File: src/rtl/capture_sequencer_if.sv
// RAM write-port bundle for the capture sequencer: probe samples in, RAM writes out.
interface capture_sequencer_if #(
    parameter int ADDR_W = 16,
    parameter int CH     = 3
);
    logic              sample_en;
    logic [CH-1:0]     probe;
    logic              wr_en;
    logic [ADDR_W-1:0] wr_addr;
    logic [CH-1:0]     wr_data;

    // Sequencer side: consumes samples, drives the RAM write port.
    modport master (
        input  sample_en, probe,
        output wr_en, wr_addr, wr_data
    );

    // Probe / RAM side.
    modport slave (
        output sample_en, probe,
        input  wr_en, wr_addr, wr_data
    );
endinterface

File: src/rtl/capture_sequencer.sv
// Triggered logic-analyser capture into a circular display RAM:
// pre-trigger fill, masked level/edge trigger wait, post-trigger fill, frozen hold.
// PRE_SAMPLES must lie in 1..DEPTH-1; HOLD_FRAMES must be at least 1.
module capture_sequencer #(
    parameter int ADDR_W      = 16,
    parameter int CH          = 3,
    parameter int PRE_SAMPLES = 1024,
    parameter int HOLD_FRAMES = 2
) (
    input  logic                clock,
    input  logic                reset,
    capture_sequencer_if.master bus,
    input  logic                arm,
    input  logic                abort,
    input  logic                auto_rearm,
    input  logic [CH-1:0]       trig_mask,
    input  logic [CH-1:0]       trig_value,
    input  logic                trig_rise,
    input  logic                frame_start,
    output logic                busy,
    output logic                triggered,
    output logic                done,
    output logic [ADDR_W-1:0]   base_addr,
    output logic [2:0]          state
);
    localparam int DEPTH  = 2 ** ADDR_W;
    localparam int POST_N = DEPTH - PRE_SAMPLES - 1;
    localparam logic [ADDR_W-1:0] PRE_LAST  = ADDR_W'(PRE_SAMPLES - 1);
    localparam logic [ADDR_W-1:0] POST_LAST = ADDR_W'((POST_N > 0) ? POST_N - 1 : 0);
    localparam logic [ADDR_W-1:0] PRE_OFS   = ADDR_W'(PRE_SAMPLES);
    localparam int FR_W = (HOLD_FRAMES > 1) ? $clog2(HOLD_FRAMES) : 1;
    localparam logic [FR_W-1:0] FR_LAST = FR_W'(HOLD_FRAMES - 1);

    typedef enum logic [2:0] {
        S_IDLE = 3'd0,
        S_PRE  = 3'd1,
        S_WAIT = 3'd2,
        S_POST = 3'd3,
        S_HOLD = 3'd4
    } state_t;

    state_t            state_q, state_nx;
    logic [ADDR_W-1:0] ptr_q, cnt_q, trig_addr_q;
    logic [FR_W-1:0]   frame_q;
    logic              prev_match_q;
    logic              match, hit;
    logic              smp, start, fire, to_hold, frame_inc;

    assign match = ((bus.probe ^ trig_value) & trig_mask) == '0;
    assign hit   = trig_rise ? (match && !prev_match_q) : match;
    assign state = state_q;

    // State register.
    always_ff @(posedge clock or posedge reset) begin
        if (reset) state_q <= S_IDLE;
        else       state_q <= state_nx;
    end

    // Next state and per-cycle actions; abort beats arm beats sample_en.
    always_comb begin
        state_nx  = state_q;
        smp       = 1'b0;
        start     = 1'b0;
        fire      = 1'b0;
        to_hold   = 1'b0;
        frame_inc = 1'b0;
        busy      = (state_q == S_PRE) || (state_q == S_WAIT) || (state_q == S_POST);
        if (abort) begin
            state_nx = S_IDLE;
        end else begin
            case (state_q)
                S_IDLE: if (arm) begin
                    state_nx = S_PRE;
                    start    = 1'b1;
                end
                S_PRE: if (bus.sample_en) begin
                    smp = 1'b1;
                    if (cnt_q == PRE_LAST) state_nx = S_WAIT;
                end
                S_WAIT: if (bus.sample_en) begin
                    smp = 1'b1;
                    if (hit) begin
                        fire = 1'b1;
                        // With no post-trigger room the trigger sample completes the capture.
                        if (POST_N == 0) begin
                            to_hold  = 1'b1;
                            state_nx = S_HOLD;
                        end else begin
                            state_nx = S_POST;
                        end
                    end
                end
                S_POST: if (bus.sample_en) begin
                    smp = 1'b1;
                    if (cnt_q == POST_LAST) begin
                        to_hold  = 1'b1;
                        state_nx = S_HOLD;
                    end
                end
                S_HOLD: begin
                    if (arm) begin
                        state_nx = S_PRE;
                        start    = 1'b1;
                    end else if (auto_rearm && frame_start) begin
                        if (frame_q == FR_LAST) begin
                            state_nx = S_PRE;
                            start    = 1'b1;
                        end else begin
                            frame_inc = 1'b1;
                        end
                    end
                end
                default: state_nx = S_IDLE;
            endcase
        end
    end

    // Write port, pointer, counters and capture status; later statements override earlier ones.
    always_ff @(posedge clock or posedge reset) begin
        if (reset) begin
            bus.wr_en    <= 1'b0;
            bus.wr_addr  <= '0;
            bus.wr_data  <= '0;
            ptr_q        <= '0;
            cnt_q        <= '0;
            trig_addr_q  <= '0;
            frame_q      <= '0;
            prev_match_q <= 1'b0;
            triggered    <= 1'b0;
            done         <= 1'b0;
            base_addr    <= '0;
        end else begin
            bus.wr_en <= smp;
            if (smp) begin
                bus.wr_addr  <= ptr_q;
                bus.wr_data  <= bus.probe;
                ptr_q        <= ptr_q + 1'b1;
                cnt_q        <= cnt_q + 1'b1;
                prev_match_q <= match;
            end
            if (fire) begin
                trig_addr_q <= ptr_q;
                triggered   <= 1'b1;
                cnt_q       <= '0;
            end
            if (to_hold) begin
                done      <= 1'b1;
                base_addr <= (fire ? ptr_q : trig_addr_q) - PRE_OFS;
                frame_q   <= '0;
            end
            if (frame_inc) frame_q <= frame_q + 1'b1;
            if (start) begin
                ptr_q        <= '0;
                cnt_q        <= '0;
                prev_match_q <= 1'b0;
                triggered    <= 1'b0;
                done         <= 1'b0;
            end
            if (abort) begin
                triggered <= 1'b0;
                done      <= 1'b0;
            end
        end
    end
endmodule

File: src/flat_wrapper.sv
// flat-port wrapper written by rule: the top's interface ports become plain ports
module capture_sequencer_flat 
#(
    parameter int ADDR_W      = 16,
    parameter int CH          = 3,
    parameter int PRE_SAMPLES = 1024,
    parameter int HOLD_FRAMES = 2
)
  (clock, reset, arm, abort, auto_rearm, trig_mask, trig_value, trig_rise, frame_start, busy, triggered, done, base_addr, state, bus_sample_en, bus_probe, bus_wr_en, bus_wr_addr, bus_wr_data);
  capture_sequencer_if #(.ADDR_W(ADDR_W), .CH(CH)) bus_i ();
  input  logic clock;
  input  logic reset;
  input  logic arm;
  input  logic abort;
  input  logic auto_rearm;
  input  logic [CH-1:0] trig_mask;
  input  logic [CH-1:0] trig_value;
  input  logic trig_rise;
  input  logic frame_start;
  output logic busy;
  output logic triggered;
  output logic done;
  output logic [ADDR_W-1:0] base_addr;
  output logic [2:0] state;
  input wire logic [$bits(bus_i.sample_en)-1:0] bus_sample_en;
  input wire logic [$bits(bus_i.probe)-1:0] bus_probe;
  output wire logic [$bits(bus_i.wr_en)-1:0] bus_wr_en;
  output wire logic [$bits(bus_i.wr_addr)-1:0] bus_wr_addr;
  output wire logic [$bits(bus_i.wr_data)-1:0] bus_wr_data;
  assign bus_i.sample_en = bus_sample_en;
  assign bus_i.probe = bus_probe;
  assign bus_wr_en = bus_i.wr_en;
  assign bus_wr_addr = bus_i.wr_addr;
  assign bus_wr_data = bus_i.wr_data;
  capture_sequencer #(.ADDR_W(ADDR_W), .CH(CH), .PRE_SAMPLES(PRE_SAMPLES), .HOLD_FRAMES(HOLD_FRAMES)) u_core (.clock(clock), .reset(reset), .bus(bus_i), .arm(arm), .abort(abort), .auto_rearm(auto_rearm), .trig_mask(trig_mask), .trig_value(trig_value), .trig_rise(trig_rise), .frame_start(frame_start), .busy(busy), .triggered(triggered), .done(done), .base_addr(base_addr), .state(state));
endmodule
File: config.mk
export PLATFORM = sky130hd
export DESIGN_NAME = capture_sequencer_flat
export DESIGN_NICKNAME = d
export VERILOG_FILES = /design/src/rtl/capture_sequencer_if.sv /design/src/rtl/capture_sequencer.sv /design/src/flat_wrapper.sv
export SDC_FILE = /design/constraint.sdc
export NUM_CORES = 1
export LEC_CHECK = 0
export ABC_AREA = 0
export CAP_MARGIN = 5
export CELL_PAD_IN_SITES_DETAIL_PLACEMENT = 2
export CELL_PAD_IN_SITES_GLOBAL_PLACEMENT = 2
export CORE_MARGIN = 3
export CORE_UTILIZATION = 36
export DETAILED_ROUTE_END_ITERATION = 7
export PLACE_DENSITY = 0.87
export SETUP_SLACK_MARGIN = 0.3
export SLEW_MARGIN = 20
export SYNTH_ARGS = -nofsm -noshare
export SYNTH_HDL_FRONTEND = slang
export SYNTH_SLANG_ARGS = --single-unit
File: constraint.sdc
create_clock -name clock -period 3.4 [get_ports clock]
set_input_delay 0.68 -clock clock [delete_from_list [all_inputs] [get_ports clock]]
set_output_delay 0.68 -clock clock [all_outputs]
set_load 0.005 [all_outputs]
==> flow_metrics.env <==
export IMPL_synth_area_um2=4180
export IMPL_tns_ns=0
export IMPL_worstPathMaxFanout=5
export IMPL_crit_family="buffers and inverters"
export IMPL_grt_pass1_vias=3677
export IMPL_clock_latency_ns=0.35
export IMPL_grt_pass1_wl_um=21200
export IMPL_fp_row_count=38
export IMPL_min_period_over_period=0.867
export IMPL_critical_path_buf_inv_count=3
export IMPL_die_area_um2=12900
export IMPL_syn_nets=391
export IMPL_power_density_nw_per_um2=530
export IMPL_startpoint_type="primary input"
export IMPL_dr_pass1_iters=4
export IMPL_grtUsageTotal=0.214
export IMPL_worst_setup_path_type="primary input to flop"
export IMPL_r2r_slack_ns=0.62
export IMPL_synth_cells=370
export IMPL_synthTopCellsByArea="dfrtp_1 55%, mux2_2 11%, xnor2_1 4.0%"
export IMPL_combPwrFrac=0.148
export IMPL_drv_slew=0
export IMPL_rsz0062_at_grt="false"
export IMPL_setup_viol_count_final=0
export IMPL_drt_initial_drc_count=120
export IMPL_clockBufferDepth=2
export IMPL_cts_sinks=91
export IMPL_final_common_cell="dfrtp_1"
export IMPL_worst_hold_path_type="flop to flop"
export IMPL_cts_root_buffer_cell="clkbuf_16"
export IMPL_cap_violations=0
export IMPL_drc=0
export IMPL_syn_mean_instance_area_um2=11.3
export IMPL_p_switching_uw=766
export IMPL_n_antenna_cell=0
export IMPL_cts_tree="done"
export IMPL_hold_violations=0
export IMPL_chipHeight_um=114
export IMPL_skew_ns=0.0105
export IMPL_initial_core_util=0.377
export IMPL_async_flop_share=1.00
export IMPL_synth_distinct_cells=51
export IMPL_yosysTopAreaCellShare=0.545
export IMPL_internal_power_mw=2.09
export IMPL_synth_seq_area_share=0.545
export IMPL_period_minus_slack_ns=2.95
export IMPL_grt_max_degree=92
export IMPL_port_buffers=58
export IMPL_maxSlewHeadroom=0.662
export IMPL_cts_buffers=9
export IMPL_path_cells="clkdlybuf4s50_1 -> xor2_1 -> a222oi_1 -> buf_4 -> nand2_4 -> mux2i_4 -> ha_2 -> inv_1 -> or3_1 -> xnor2_1 -> mux2i_1 -> o21ai_1"
export IMPL_antenna_left=0
export IMPL_htree_levels=3
export IMPL_ys_ff_latch=91
export IMPL_antenna_found_initial=0
export IMPL_fp_dieW_um=114
export IMPL_nNetsFinal=461
export IMPL_p_sw_frac=0.268
export IMPL_routabilityCongestion=0.816
export IMPL_dp_hpwl_um=8230
export IMPL_core_area_um2=11100
export IMPL_drive_gt1_frac=0.198
export IMPL_areaGrowthSynthToFinish_pct=29.0
export IMPL_io_pins=59
export IMPL_final_cell_mix="91 x dfrtp_1, 57 x clkdlybuf4s50_1, 39 x mux2_2, 32 x nor2_1, 20 x nand2_1"
export IMPL_seqPwrFrac=0.436
export IMPL_required_ns=3.62
export IMPL_worst_pin_slew_ns=0.501
export IMPL_synth_ff_type="dfrtp_1"
export IMPL_cp_slowest_stage_delay_ns=0.44
export IMPL_yosysWarnings=0
export IMPL_status="finished clean"
export IMPL_clkTransAtPathRegs_ns=0.07
export IMPL_end_kind="flop"
export IMPL_critPathArrivalTime_ns=3.17
export IMPL_synth_edff_count=0
export IMPL_clockPowerShare=0.416
export IMPL_power_leakage_nw=2.42
export IMPL_via_per_inst=5.52
export IMPL_slowest_stage="clkdlybuf4s50_1"
export IMPL_gr_total_overflow=0
export IMPL_fin_area_um2=5390
export IMPL_post_dp_cell_area_um2=4970
export IMPL_ir_drop_mv=0.248
export IMPL_yosysTopAreaCell="dfrtp_1"
export IMPL_max_freq_mhz=339
export IMPL_vias=3229
export IMPL_wire_per_inst_um=23.3
export IMPL_postRouteWirelength_um=13600
[sequential cells by signal, indices dropped and copies added (netlist names)]
name / flops
u_core.bus.wr_data: 3
u_core.trig_addr_q: 16
u_core.frame_q: 1
u_core.prev_match_q: 1
u_core.bus.wr_en: 1
u_core.bus.wr_addr: 16
u_core.triggered: 1
u_core.ptr_q: 16
u_core.done: 1
u_core.state: 3
u_core.cnt_q: 16
u_core.base_addr: 16
[logic make-up (layout without fill, tap and decap cells)]
kind of cell / count (synthesis) / count (layout) / synth area share
xor gates and xnor gates: 31 / 31 / 0.0650
and+or+nand+nor: 126 / 126 / 0.156
muxes: 48 / 48 / 0.129
adders and majority gates: 4 / 4 / 0.0120
DFF: 91 / 91 / 0.545
AOI/OAI and AO/OA: 42 / 42 / 0.0641
buffers and inverters: 28 / 103 / 0.0285
[layout make-up]
| class | count | area [µm²] |
|---|---|---|
| clock buffers | 9 | 225 |
| inverters | 12 | 46.3 |
| clock inverters | 7 | 121 |
| fillers | 1132 | 5690 |
| flip-flops and latches | 91 | 2280 |
| well taps | 140 | 175 |
| repair buffers | 75 | 723 |
| multi-input cells | 251 | 1820 |
[synth_stat cells (2+ instances only)]
cell       n
dfrtp_1   91
mux2_2    39
nor2_1    32
nand2_1   20
xnor2_1   19
nand3_1   16
o21ai_0   16
inv_1     12
xor2_1    12
a21oi_1   11
clkbuf_1  11
nor3_1    11
or3_1     11
nand4_1    8
mux2i_1    7
nor4_1     7
ha_1       4
nand2b_1   3
and4_1     2
buf_2      2
mux2_4     2
nand3b_1   2
nor2b_1    2
or2_2      2
or4_1      2
[worst register-to-register path: cells and delay by family (launching register included)]
| family | cells | cell delay, ns |
|---|---|---|
| adders and majority gates | 1 | 0.20 |
| xor gates and xnor gates | 1 | 0.15 |
| DFF | 1 | 0.52 |
| AOI/OAI and AO/OA | 2 | 0.35 |
| and+or+nand+nor | 3 | 1.05 |
| buffers and inverters | 1 | 0.06 |
| muxes | 2 | 0.34 |
[power by group through the flow]
stage	combinational [mW]	sequential, mW	clock, mW
floorplan	0.227	1.23	0
CTS	0.427	1.24	1.21
detailed placement	0.412	1.26	0
finish	0.423	1.25	1.19
global route	0.465	1.26	1.25
global placement	0.387	1.25	0
[final timing paths]
kind | startpoint | depth (start not counted) | to
setup reg to reg | u_core.state[2]$_DFFE_PP0P_ | 10 | u_core.base_addr[14]$_DFFE_PP0P_
max in group asynchronous | reset | 3 | u_core.cnt_q[2]$_DFFE_PP0P_
setup / recovery | trig_value[0] | 12 | u_core.base_addr[14]$_DFFE_PP0P_
hold / removal | u_core.base_addr[11]$_DFFE_PP0P_ | 2 | u_core.base_addr[11]$_DFFE_PP0P_
hold reg to reg | u_core.base_addr[11]$_DFFE_PP0P_ | 2 | u_core.base_addr[11]$_DFFE_PP0P_
min in group asynchronous | reset | 3 | u_core.bus.wr_addr[5]$_DFFE_PP0P_
[metal layers]
| layer | GRT usage | up-vias | part of all wire |
|---|---|---|---|
| li1 | - | 1446 | - |
| met1 | 0.262 | 1676 | 0.42 |
| met2 | 0.380 | 80 | 0.52 |
| met3 | 0.0324 | 27 | 0.035 |
| met4 | 0.0809 | 0 | 0.028 |
| met5 | 0 | - | 0 |
[metrics by stage]
stage / total power, mW / util / hold WS, ns / cells / setup WS [ns]
6_report: 2.86 / 0.486 / 0.486 / 585 / 0.452
5_1_grt: 2.97 / 0.486 / 0.511 / 585 / 0.320
4_1_cts: 2.88 / 0.480 / 0.492 / 579 / 0.306
3_5_place_dp: 1.67 / 0.448 / 0.478 / 563 / 0.0548
3_3_place_gp: 1.64 / 0.448 / 0.469 / 563 / 0.207
2_1_floorplan: 1.46 / - / 0.453 / 370 / 0.310
[timing repair]
action / in CTS / in global routing
setup buffers: 0 / 6
endpoints found under the hold margin: 0 / 0
endpoints found under the setup margin: 0 / 1
resized for setup: 0 / 7
hold buffers: 0 / 0
(Power assumes the default switching activity.)
